## src/rtl/cdb_pkg.sv

```systemverilog
`default_nettype none
// ============================================================================
// Module : cdb_pkg
// Brief  : Shared Common Data Bus widths and broadcast record type.
// Rev    : 1.0  initial release
// ============================================================================
package cdb_pkg;

    localparam int CDB_TAG_WIDTH  = 6;
    localparam int CDB_DATA_WIDTH = 32;

    // Broadcast record consumed by the register status table and the RS.
    typedef struct packed {
        logic                      valid;
        logic [CDB_TAG_WIDTH-1:0]  tag;
        logic [CDB_DATA_WIDTH-1:0] data;
    } cdb_bus_t;

endpackage
`default_nettype wire

```

## src/rtl/rr_arbiter.sv

```systemverilog
`default_nettype none
// ============================================================================
// Module : rr_arbiter
// Brief  : Combinational rotating-priority picker: searches from i_ptr upward
//          with wrap-around, emits one-hot grant plus encoded index.
// Rev    : 1.0  initial release
// ============================================================================
module rr_arbiter #(
    parameter int N    = 4,
    parameter int IDXW = $clog2(N)
) (
    input  logic [N-1:0]    i_req,
    input  logic [IDXW-1:0] i_ptr,
    output logic [N-1:0]    o_grant,
    output logic [IDXW-1:0] o_idx,
    output logic            o_valid
);

    always_comb begin
        o_grant = '0;
        o_idx   = '0;
        o_valid = 1'b0;
        // First pass covers [ptr, N-1]; second pass picks up the wrapped part.
        for (int i = 0; i < N; i++) begin
            if (!o_valid && i_req[i] && (i >= int'(i_ptr))) begin
                o_grant[i] = 1'b1;
                o_idx      = IDXW'(i);
                o_valid    = 1'b1;
            end
        end
        for (int i = 0; i < N; i++) begin
            if (!o_valid && i_req[i]) begin
                o_grant[i] = 1'b1;
                o_idx      = IDXW'(i);
                o_valid    = 1'b1;
            end
        end
    end

endmodule
`default_nettype wire

```

## src/rtl/cdb_arbiter.sv

```systemverilog
`default_nettype none
// ============================================================================
// Module : cdb_arbiter
// Brief  : Common Data Bus producer: one holding entry per functional unit,
//          one registered broadcast per cycle. CDB_ROUND_ROBIN_EN selects
//          round-robin arbitration; otherwise lowest index wins.
// Rev    : 1.0  initial release
// ============================================================================
module cdb_arbiter
    import cdb_pkg::*;
#(
    parameter int N_SRC      = 4,
    parameter int TAG_WIDTH  = CDB_TAG_WIDTH,
    parameter int DATA_WIDTH = CDB_DATA_WIDTH
) (
    input  logic                        clk,
    input  logic                        reset,
    input  logic                        flush,
    input  logic [N_SRC-1:0]            src_valid,
    output logic [N_SRC-1:0]            src_ready,
    input  logic [N_SRC*TAG_WIDTH-1:0]  src_tag,
    input  logic [N_SRC*DATA_WIDTH-1:0] src_data,
    output logic                        cdb_valid,
    output logic [TAG_WIDTH-1:0]        cdb_tag,
    output logic [DATA_WIDTH-1:0]       cdb_data,
    output logic [$clog2(N_SRC)-1:0]    cdb_src
);

    localparam int c_IDXW = $clog2(N_SRC);

    logic [N_SRC-1:0]      r_full;
    logic [TAG_WIDTH-1:0]  r_tag  [N_SRC];
    logic [DATA_WIDTH-1:0] r_data [N_SRC];

    logic                  r_cdb_valid;
    logic [TAG_WIDTH-1:0]  r_cdb_tag;
    logic [DATA_WIDTH-1:0] r_cdb_data;
    logic [c_IDXW-1:0]     r_cdb_src;

    logic [TAG_WIDTH-1:0]  w_in_tag  [N_SRC];
    logic [DATA_WIDTH-1:0] w_in_data [N_SRC];
    logic [N_SRC-1:0]      w_grant;
    logic [c_IDXW-1:0]     w_gidx;
    logic                  w_gvalid;
    logic [c_IDXW-1:0]     w_ptr;
    logic [N_SRC-1:0]      w_src_ready;
    logic [N_SRC-1:0]      w_take;

    for (genvar gi = 0; gi < N_SRC; gi++) begin : g_unpack
        assign w_in_tag[gi]  = src_tag[gi*TAG_WIDTH +: TAG_WIDTH];
        assign w_in_data[gi] = src_data[gi*DATA_WIDTH +: DATA_WIDTH];
    end

    rr_arbiter #(
        .N    (N_SRC),
        .IDXW (c_IDXW)
    ) u_arb (
        .i_req   (r_full),
        .i_ptr   (w_ptr),
        .o_grant (w_grant),
        .o_idx   (w_gidx),
        .o_valid (w_gvalid)
    );

`ifdef CDB_ROUND_ROBIN_EN
    logic [c_IDXW-1:0] r_ptr;

    always_ff @(posedge clk) begin
        if (!reset) begin
            r_ptr <= '0;
        end else if (!flush && w_gvalid) begin
            r_ptr <= (w_gidx == c_IDXW'(N_SRC - 1)) ? '0 : w_gidx + c_IDXW'(1);
        end
    end

    assign w_ptr = r_ptr;
`else
    assign w_ptr = '0;
`endif

    // A granted entry frees up this edge, so it can be refilled concurrently.
    always_comb begin
        w_src_ready = '0;
        if (reset && !flush) begin
            w_src_ready = ~r_full | w_grant;
        end
    end

    assign w_take    = src_valid & w_src_ready;
    assign src_ready = w_src_ready;

    always_ff @(posedge clk) begin
        if (!reset) begin
            r_full      <= '0;
            r_cdb_valid <= 1'b0;
            r_cdb_tag   <= '0;
            r_cdb_data  <= '0;
            r_cdb_src   <= '0;
            for (int i = 0; i < N_SRC; i++) begin
                r_tag[i]  <= '0;
                r_data[i] <= '0;
            end
        end else if (flush) begin
            r_full      <= '0;
            r_cdb_valid <= 1'b0;
        end else begin
            for (int i = 0; i < N_SRC; i++) begin
                if (w_take[i]) begin
                    r_full[i] <= 1'b1;
                    r_tag[i]  <= w_in_tag[i];
                    r_data[i] <= w_in_data[i];
                end else if (w_grant[i]) begin
                    r_full[i] <= 1'b0;
                end
            end
            r_cdb_valid <= w_gvalid;
            if (w_gvalid) begin
                r_cdb_tag  <= r_tag[w_gidx];
                r_cdb_data <= r_data[w_gidx];
                r_cdb_src  <= w_gidx;
            end
        end
    end

    assign cdb_valid = r_cdb_valid;
    assign cdb_tag   = r_cdb_tag;
    assign cdb_data  = r_cdb_data;
    assign cdb_src   = r_cdb_src;

endmodule
`default_nettype wire
```

## config.mk

```make
export PLATFORM = sky130hd
export DESIGN_NAME = cdb_arbiter
export DESIGN_NICKNAME = d
export VERILOG_FILES = /design/src/rtl/cdb_pkg.sv /design/src/rtl/rr_arbiter.sv /design/src/rtl/cdb_arbiter.sv
export SDC_FILE = /design/constraint.sdc
export NUM_CORES = 1
export LEC_CHECK = 0
export BUFFER_PORTS_ARGS = -buffer_cell sky130_fd_sc_hd__buf_2
export CAP_MARGIN = 20
export CORE_ASPECT_RATIO = 0.9
export CORE_UTILIZATION = 38
export DETAILED_ROUTE_END_ITERATION = 8
export SYNTH_ARGS = -nofsm -noshare
export SYNTH_HDL_FRONTEND = slang
export SYNTH_SLANG_ARGS = --single-unit
```

## constraint.sdc

```tcl
create_clock -name clk -period 8 [get_ports clk]
set_input_delay 1.6 -clock clk [delete_from_list [all_inputs] [get_ports clk]]
set_output_delay 1.6 -clock clk [all_outputs]
set_load 0.05 [all_outputs]
```

After elaboration in Yosys (flattened, before gate mapping)
Memory sizes are Yosys's and may differ from the RTL's. A register that Yosys moved wholly into a read port is not among the register bits.
Cells that the tools add are included.
W data, S select, Z words.
{"block": "totals", "regBits": 7, "ramBits": 152, "in_bits": 159, "word_cells": 101, "n_memories": 2}
{"block": "classes", "n_mux": 56, "bitwise_logic": 13, "reduce_logical": 24}
{"memory": "r_data", "depth": 4, "width": 32, "rd": 1, "rd_ports_with_merged_regs": 1, "write_ports": 4, "line_no": "cdb_arbiter.sv:33", "text": "logic [DATA_WIDTH-1:0] r_data [N_SRC];"}
{"memory": "r_tag", "depth": 4, "width": 6, "rd": 1, "rd_ports_with_merged_regs": 1, "write_ports": 4, "line_no": "cdb_arbiter.sv:32", "text": "logic [TAG_WIDTH-1:0] r_tag [N_SRC];"}
{"op": "$mux W32", "count": 4}
{"op": "$mux W1", "count": 41}
{"op": "$mux W6", "count": 4}
{"op": "$mux W2", "count": 6}
{"op": "$logic_not A1 Y1", "count": 10}
{"op": "$logic_and A1 B1 Y1", "count": 8}
{"op": "$or A1 B1 Y1", "count": 8}
{"op": "$reduce_bool A2 Y1", "count": 4}
{"op": "$and A4 B4 Y4", "count": 1}
{"op": "$mux W4", "count": 1}
{"op": "$not A4 Y4", "count": 1}
{"op": "$or A4 B4 Y4", "count": 1}
{"op": "$not A1 Y1", "count": 2}
{"op": "$reduce_and A2 Y1", "count": 1}
{"op": "$reduce_or A2 Y1", "count": 1}

Depth between registers and ports, before layout
Gate-level depths: netlist (run 1).
{"block": "logic_depth", "depth_word": 30, "mapped_depth": 7, "ltp_nobuf": 4}

Hierarchy
From an unflattened synthesis (run 1), not the netlist that was laid out.
{"block": "hier_totals", "hier_cells": 609, "area_unflattened_um2": 8353.0}
{"mod": "cdb_arbiter", "instances": 1, "cells_per_inst": 576, "area_each_um2": 8130.3, "seq_area_each_um2": 5465.2}
{"mod": "rr_arbiter", "instances": 1, "cells_per_inst": 33, "area_each_um2": 222.7, "seq_area_each_um2": 0.0}

Least setup slack after synthesis (run 1)
Ideal clock, no wire load.
{"block": "synth_path", "path_kind": "in2out", "from": "input port flush", "to": "output port src_ready[2]", "arrival_time_ns": 3.062, "slack_ns": 3.338, "path_stages": 5, "path_buffers": 2, "cell_sequence": "nand2b_1 buf_4 inv_2 clkbuf_1 and2_1"}
{"block": "synth_between", "elab_chain_cells": 3}
{"item": "start: declaration", "line_no": "cdb_arbiter.sv:18", "text": "input logic flush,"}
{"item": "$logic_not A1 Y1", "line_no": "cdb_arbiter.sv:84", "text": "if (reset && !flush) begin"}
{"item": "$logic_and A1 B1 Y1", "line_no": "cdb_arbiter.sv:84"}
{"item": "$mux W4", "line_no": "cdb_arbiter.sv:84"}
{"item": "end: declaration", "line_no": "cdb_arbiter.sv:20", "text": "output logic [N_SRC-1:0] src_ready,"}
No other way between the ends.

Worst setup path after layout (run 1)
Same ends and word-level chain as after synthesis.

==> metrics.md, run 1 <==
| Metric | Value |
|---|---|
| Outcome | finished clean |
| DR WL/cell | approximately 19 µm |
| Pre-Repair DR Iteration Count | 5 |
| Drt total wl | about 23000 µm |
| Antenna violations before repair | 0 |
| Clock sink total | ~200 |
| Largest net degree at the start of global routing | 83 |
| Final setup fails | 0 |
| Synthesized area | between 8000 and 9000 µm² |
| Max Clock Skew | approximately 8.8 ps |
| Layout Nets | ~1000 |
| First-pass GRT wire length | about 35000 µm |
| Most common cell after layout, fill and taps aside | buf_2 |
| Worst-Margin Slew | 1020 ps |
| Vias per inst | ~5.2 |
| GPL Wtd Cong | approximately 0.74 |
| # IOs | approximately 200 |
| Fin cells | 1194 |
| Share of post-route cells with drive strength above 1 | slightly below 30% |
| Final Critical Period | 4860 ps |
| Cells after synthesis | 719 |
| Post-CTS Setup Inserts | 0 |
| Crit Path Class | in -> out |
| Post-synthesis async set-or-reset flop share | 0% |
| GRT overflow | 0 |
| Max-slew violation count | 0 |
| Number of library cell types mapped by synthesis | 29 |
| Core box area | around 23000 µm² |
| Fin. Hold Viols | 0 |
| Total die area | about 24000 µm² |
| Flops & latches, synth | 197 |
| CTS tree | yes |
| # DRC | 0 |
| Mean Syn Cell Area | roughly 12 µm² |
| Cts hold-fix bufs | 0 |
| RSZ-0062 raised after global routing | false |
| Starting Density | 38.9% |
| Worst EP arrival | 3260 ps |
| Total GRT Usage | between 20% and 30% |
| Critical Path Fanout Max | 46 |
| Synthesized net count | slightly below 900 |
| CTS max path bufs | 2 |
| Post-route ant nets | 0 |
| Peak supply drop | about 0.13 mV |
| PD cells | roughly 220 nW/µm² |
| R2R cell count | 6 |
| Hold crit path type | reg -> reg |
| FF-to-FF End | r_data[2][0] |
| Port bufs | ~200 |
| Hold_ws | between 400 and 500 ps |
| Clock Latency Late Sink | 440 ps |
| Hold Startpoint | cdb_tag[3] |
| Syn-to-layout area delta | 21.0% |
| Vias in the first global route | between 6000 and 7000 |
| # rows | 52 |
| Initial DRC count | 472 |
| Dpl cells | approximately 1200 |
| Max_slew headroom | between 30% and 40% |
| Max-Cap Viols | 0 |
| Worst Hold Path Cells | 1 |
| Reg2Reg Setup Slack | 4960 ps |
| Dominant cell type by area after synthesis | edfxtp_1 |
| DR vias | about 6000 |
| CTS buffer count | 17 |
| Dpl hpwl | 15100 µm |
| WP data required | between 6000 and 7000 ps |
| Critical path startpoint category | input port |
| Dominant cells by area after synthesis | edfxtp_1, dfxtp_1, and2_1, nor3b_1, a32o_1 |
| Sequential-to-total area share from yosys stat | between 60 and 70% |
| Setup crit end kind | output pin |
| Total power | 0.00232 W |
| Hold Path Sink | cdb_tag[3] |
| Most frequent cells in the layout | buf_2, edfxtp_1, and2_1 |
| Maximum clock rate | ~200 MHz |
| Crit share post-route | around three fifths |
| H-tree depth | 4 |
| Main flop type after synthesis | edfxtp_1 |
| Die Wd | ~160 µm |
| Setup_tns | 0 ps |
| Post-cts sizing count | 0 |
| Post-synth EDFFs | 152 |
| Die height | about 150 µm |
| CTS root buf | clkbuf_16 |
| Reg2reg start | r_full[0] |
| Syn. warnings | 0 |
| Leakage | 4.33 nW |
| Area share of the largest cell type after synthesis | 52.0% |
| ANT cells | 0 |
| Clk slew on worst S/H paths | 70 ps |
## critical path, cell delays in order
cell and delay [ps]:
buf_2 130, nand2b_2 170, buf_4 280, inv_2 580, and2_1 210, buf_2 250
## state kept, by name, indices dropped and copies added (netlist names)
register	count
r_data	128
cdb_data	32
r_tag	24
cdb_tag	6
r_full	4
cdb_src	2
cdb_valid	1
## where the power goes
| group | switching, W | leakage (nW) | internal (W) |
|---|---|---|---|
| sequential | 0.0000303 | 1.95 | 0.00117 |
| combinational | 0.000176 | 2.09 | 0.0000974 |
| clock | 0.000424 | 0.287 | 0.000419 |
## synthesized netlist by cell type (2+ instances only)
| cell | count |
|---|---|
| a21oi_1 | 4 |
| nor3_1 | 39 |
| a32o_1 | 38 |
| buf_4 | 6 |
| clkbuf_1 | 42 |
| nand2b_1 | 5 |
| and3_1 | 40 |
| nor2_1 | 8 |
| nor3b_1 | 76 |
| o21ai_0 | 40 |
| o21bai_1 | 38 |
| inv_1 | 2 |
| edfxtp_1 | 152 |
| nand2_1 | 2 |
| dfxtp_1 | 45 |
| buf_1 | 4 |
| and2_1 | 116 |
| nor2b_1 | 38 |
| buf_2 | 14 |
## worst max-delay path by stage
stage	startpoint	endpoint	cells past startpoint
after floorplan	flush	src_ready[2]	5
after global placement	flush	r_tag[1][3]	6
after CTS	flush	src_ready[2]	6
after detailed placement	flush	r_tag[1][3]	6
final	flush	src_ready[2]	6
after global routing	flush	src_ready[2]	6
## layer usage
metal / track usage (%) / vias up / share of wire, %
met5: 0 / - / 0
met4: 6.75 / 0 / 2.1
met3: 3.47 / 32 / 4.7
met2: 32.3 / 188 / 46
met1: 28.0 / 2977 / 47
li1: - / 2962 / -
## cell type report
cell class	instances	area, µm²
clock buffers	17	425
clock inverters	15	156
fillers	2072	11900
inverters	3	11.3
multi-input cells	451	3040
flip-flops and latches	197	5470
well taps	297	372
repair buffers	214	1150
## metrics by stage
step	setup WS (ps)	util (%)	instance area, µm²
6_report	3140	47.1	10600
5_1_grt	3020	47.1	10600
4_1_cts	3150	46.7	10500
3_5_place_dp	2800	44.1	9970
3_3_place_gp	2860	44.1	9970
2_1_floorplan	3340	-	8780
## kinds of logic (layout without fill, tap and decap cells)
| family | count (synthesis) | after routing | synth area share (%) |
|---|---|---|---|
| buffers and inverters | 71 | 249 | 3.59 |
| AO/OA/AOI/OAI | 124 | 124 | 10.5 |
| flip-flops | 197 | 197 | 62.2 |
| AND/OR/NAND/NOR | 327 | 327 | 23.7 |
(Power assumes the default switching activity.)
==> inputs of run 2 (changes only) <==
Clock period 8 ns to 4.7 ns, I/O delays scaled along.
==> run 2 against run 1 <==
  * First-iteration DRC count decreased by 6.4%
  * Non-clock buffer count shrank 2
  * Register-to-register slack got worse by 3100 ps
  * Clock power rose by 77%
  * Final cell count down 0.17%
  * Combinational power grew 66%
  * Via count increased by 0.45%
  * Count of clock-buffer cells in the layout rose by 2
  * Largest power group unchanged
==> metrics.md, run 2 (same netlist as run 1, synthesis figures left out) <==
| Metric | Value |
|---|---|
| # DRC | 0 (unchanged) |
| Hold Path Sink | cdb_data[22] |
| Final setup fails | 0 (unchanged) |
| Die height | 146 µm (unchanged) |
| Max_slew headroom | 28.7% (-2.9 points) |
| Total power | 0.00399 W (+72%) |
| Outcome | finished clean |
| Crit share post-route | around 68% |
| # IOs | 204 (unchanged) |
| Layout Nets | 1041 (-0.19%) |
| Max-Cap Viols | 0 (unchanged) |
| WP data required | 3760 ps (-2640 ps) |
| GPL Wtd Cong | 0.759 (+2.3%) |
| GRT overflow | 0 (unchanged) |
| Drt total wl | 23200 µm (-0.39%) |
| Setup crit end kind | output pin |
| Max-slew violation count | 0 (unchanged) |
| Antenna violations before repair | 0 (unchanged) |
| Port bufs | 203 (unchanged) |
| R2R cell count | 3 (-3) |
| Total die area | 23700 µm² (unchanged) |
| Initial DRC count | 442 (-6.4%) |
| Total GRT Usage | 19.7% (-0.61 points) |
| Hold crit path type | reg -> reg |
| PD cells | 377 nW/µm² (+73%) |
| Clk slew on worst S/H paths | 70 ps (about the same) |
| Post-CTS Setup Inserts | 0 (unchanged) |
| # rows | 52 (unchanged) |
| Hold Startpoint | cdb_data[22] |
| Clock Latency Late Sink | 430 ps (about the same) |
| Pre-Repair DR Iteration Count | 6 (+1) |
| Starting Density | 38.9% (unchanged) |
| Hold_ws | 465 ps (-1.63 ps) |
| Biggest register | r_data |
| CTS root buf | clkbuf_16 |
| First-pass GRT wire length | 34500 µm (-2.6%) |
| Maximum clock rate | ~310 MHz |
| Max reg flops | 128 (unchanged) |
| Fin. Hold Viols | 0 (unchanged) |
| FF-to-FF End | r_data[2][13] |
| Final Critical Period | 3200 ps |
| Largest net degree at the start of global routing | 85 (+2.4%) |
| ANT cells | 0 (unchanged) |
| Vias in the first global route | 5843 (-5.4%) |
| Vias per inst | 5.19 (+0.62%) |
| Crit Path Class | in -> out |
| Cts hold-fix bufs | 0 (unchanged) |
| Leakage | 4.32 nW (-0.30%) |
| DR vias | 6187 (+0.45%) |
| Die Wd | 162 µm (unchanged) |
| CTS tree | yes |
| RSZ-0062 raised after global routing | false |
| Max Clock Skew | 9.44 ps (+0.663 ps) |
| Setup_tns | 0 ps (unchanged) |
| Post-route ant nets | 0 (unchanged) |
| Dpl hpwl | 15000 µm (-0.40%) |
| Reg2reg start | r_full[0] |
| Reg2Reg Setup Slack | 1870 ps (-3090 ps) |
| Post-cts sizing count | 0 (unchanged) |
| Core box area | 22600 µm² (unchanged) |
| Most common cell after layout, fill and taps aside | buf_2 |
| Syn-to-layout area delta | 20.6% |
| Peak supply drop | 0.211 mV (+66%) |
| CTS max path bufs | 2 (unchanged) |
| Worst-Margin Slew | 1070 ps (+44.1 ps) |
| H-tree depth | 4 (unchanged) |
| Worst EP arrival | 2260 ps (-1000 ps) |
| CTS buffer count | 17 (unchanged) |
| DR WL/cell | 19.4 µm (-0.22%) |
| Clock sink total | 197 (unchanged) |
| Final worst slack | 1500 ps (-1640 ps) |
| Pre-CTS setup slack | 1430 ps (-1370 ps) |
| Critical path startpoint category | input port |
| Worst Hold Path Cells | 1 (unchanged) |
| Most frequent cells in the layout | buf_2, edfxtp_1, and2_1 |
| Fill cell count | 2067 (-0.24%) |
| Critical Path Fanout Max | 43 (-6.5%) |
| Share of post-route cells with drive strength above 1 | 29.1% (-0.16 points) |
run 2: cell count changes in the layout (fill, tap and decap cells not counted), moves of 2 or more:
| cell | change |
|---|---|
| clkinv_8 | -2 |
| inv_8 | -4 |
| clkinv_2 | +3 |
| bufinv_16 | +2 |
| clkbuf_8 | +2 |
run 2: cell type report:
type / count / area (µm²) / share of cell area, %
Timing Repair Buffer: 212 / 1100 / 10.3
Clock inverter: 13 / 145 / 1.37
Clock buffer: 19 / 453 / 4.28
Multi-Input combinational cell: 451 / 3040 / 28.7
Sequential cell: 197 / 5470 / 51.7
Inverter: 3 / 11.3 / 0.106
Tap cell: 297 / 372 / 3.51
run 2: per-layer routing:
| layer | part of all wire, % | global-route usage (%) | vias up |
|---|---|---|---|
| met5 | 0 | 0 | - |
| met4 | 1.2 | 5.00 | 0 |
| met3 | 6.4 | 3.47 | 18 |
| met2 | 48 | 31.8 | 223 |
| met1 | 45 | 27.3 | 2994 |
| li1 | - | - | 2952 |
run 2: critical path, stage by stage:
cell,delay (ps)
buf_2,130
nand2b_2,190
inv_2,470
and2_1,250
buf_2,270
run 2: how the worst max path moves through the flow:
stage               slack, ps             to  startpoint  depth (start not counted)
floorplan                1360   src_ready[2]       flush                          5
CTS                      1490   src_ready[2]   r_full[0]                          3
global route             1420   src_ready[2]   r_full[0]                          3
global placement         1480  r_data[2][18]       flush                          5
detailed placement       1430  r_data[2][16]       flush                          5
finish                   1500   src_ready[2]       flush                          5
run 2: where the power goes:
part / internal [W] / total, W / switching (W)
sequential: 0.00199 / 0.00205 / 0.0000610
clock: 0.000822 / 0.00149 / 0.000667
combinational: 0.000161 / 0.000452 / 0.000291
run 2: per-stage QoR:
stage | instances | util (%) | area, µm²
global placement | 1159 | 44.2 | 9970
finish | 1192 | 46.9 | 10600
CTS | 1191 | 46.8 | 10600
detailed placement | 1159 | 44.2 | 9970
global route | 1192 | 46.9 | 10600
floorplan | 719 | - | 8780
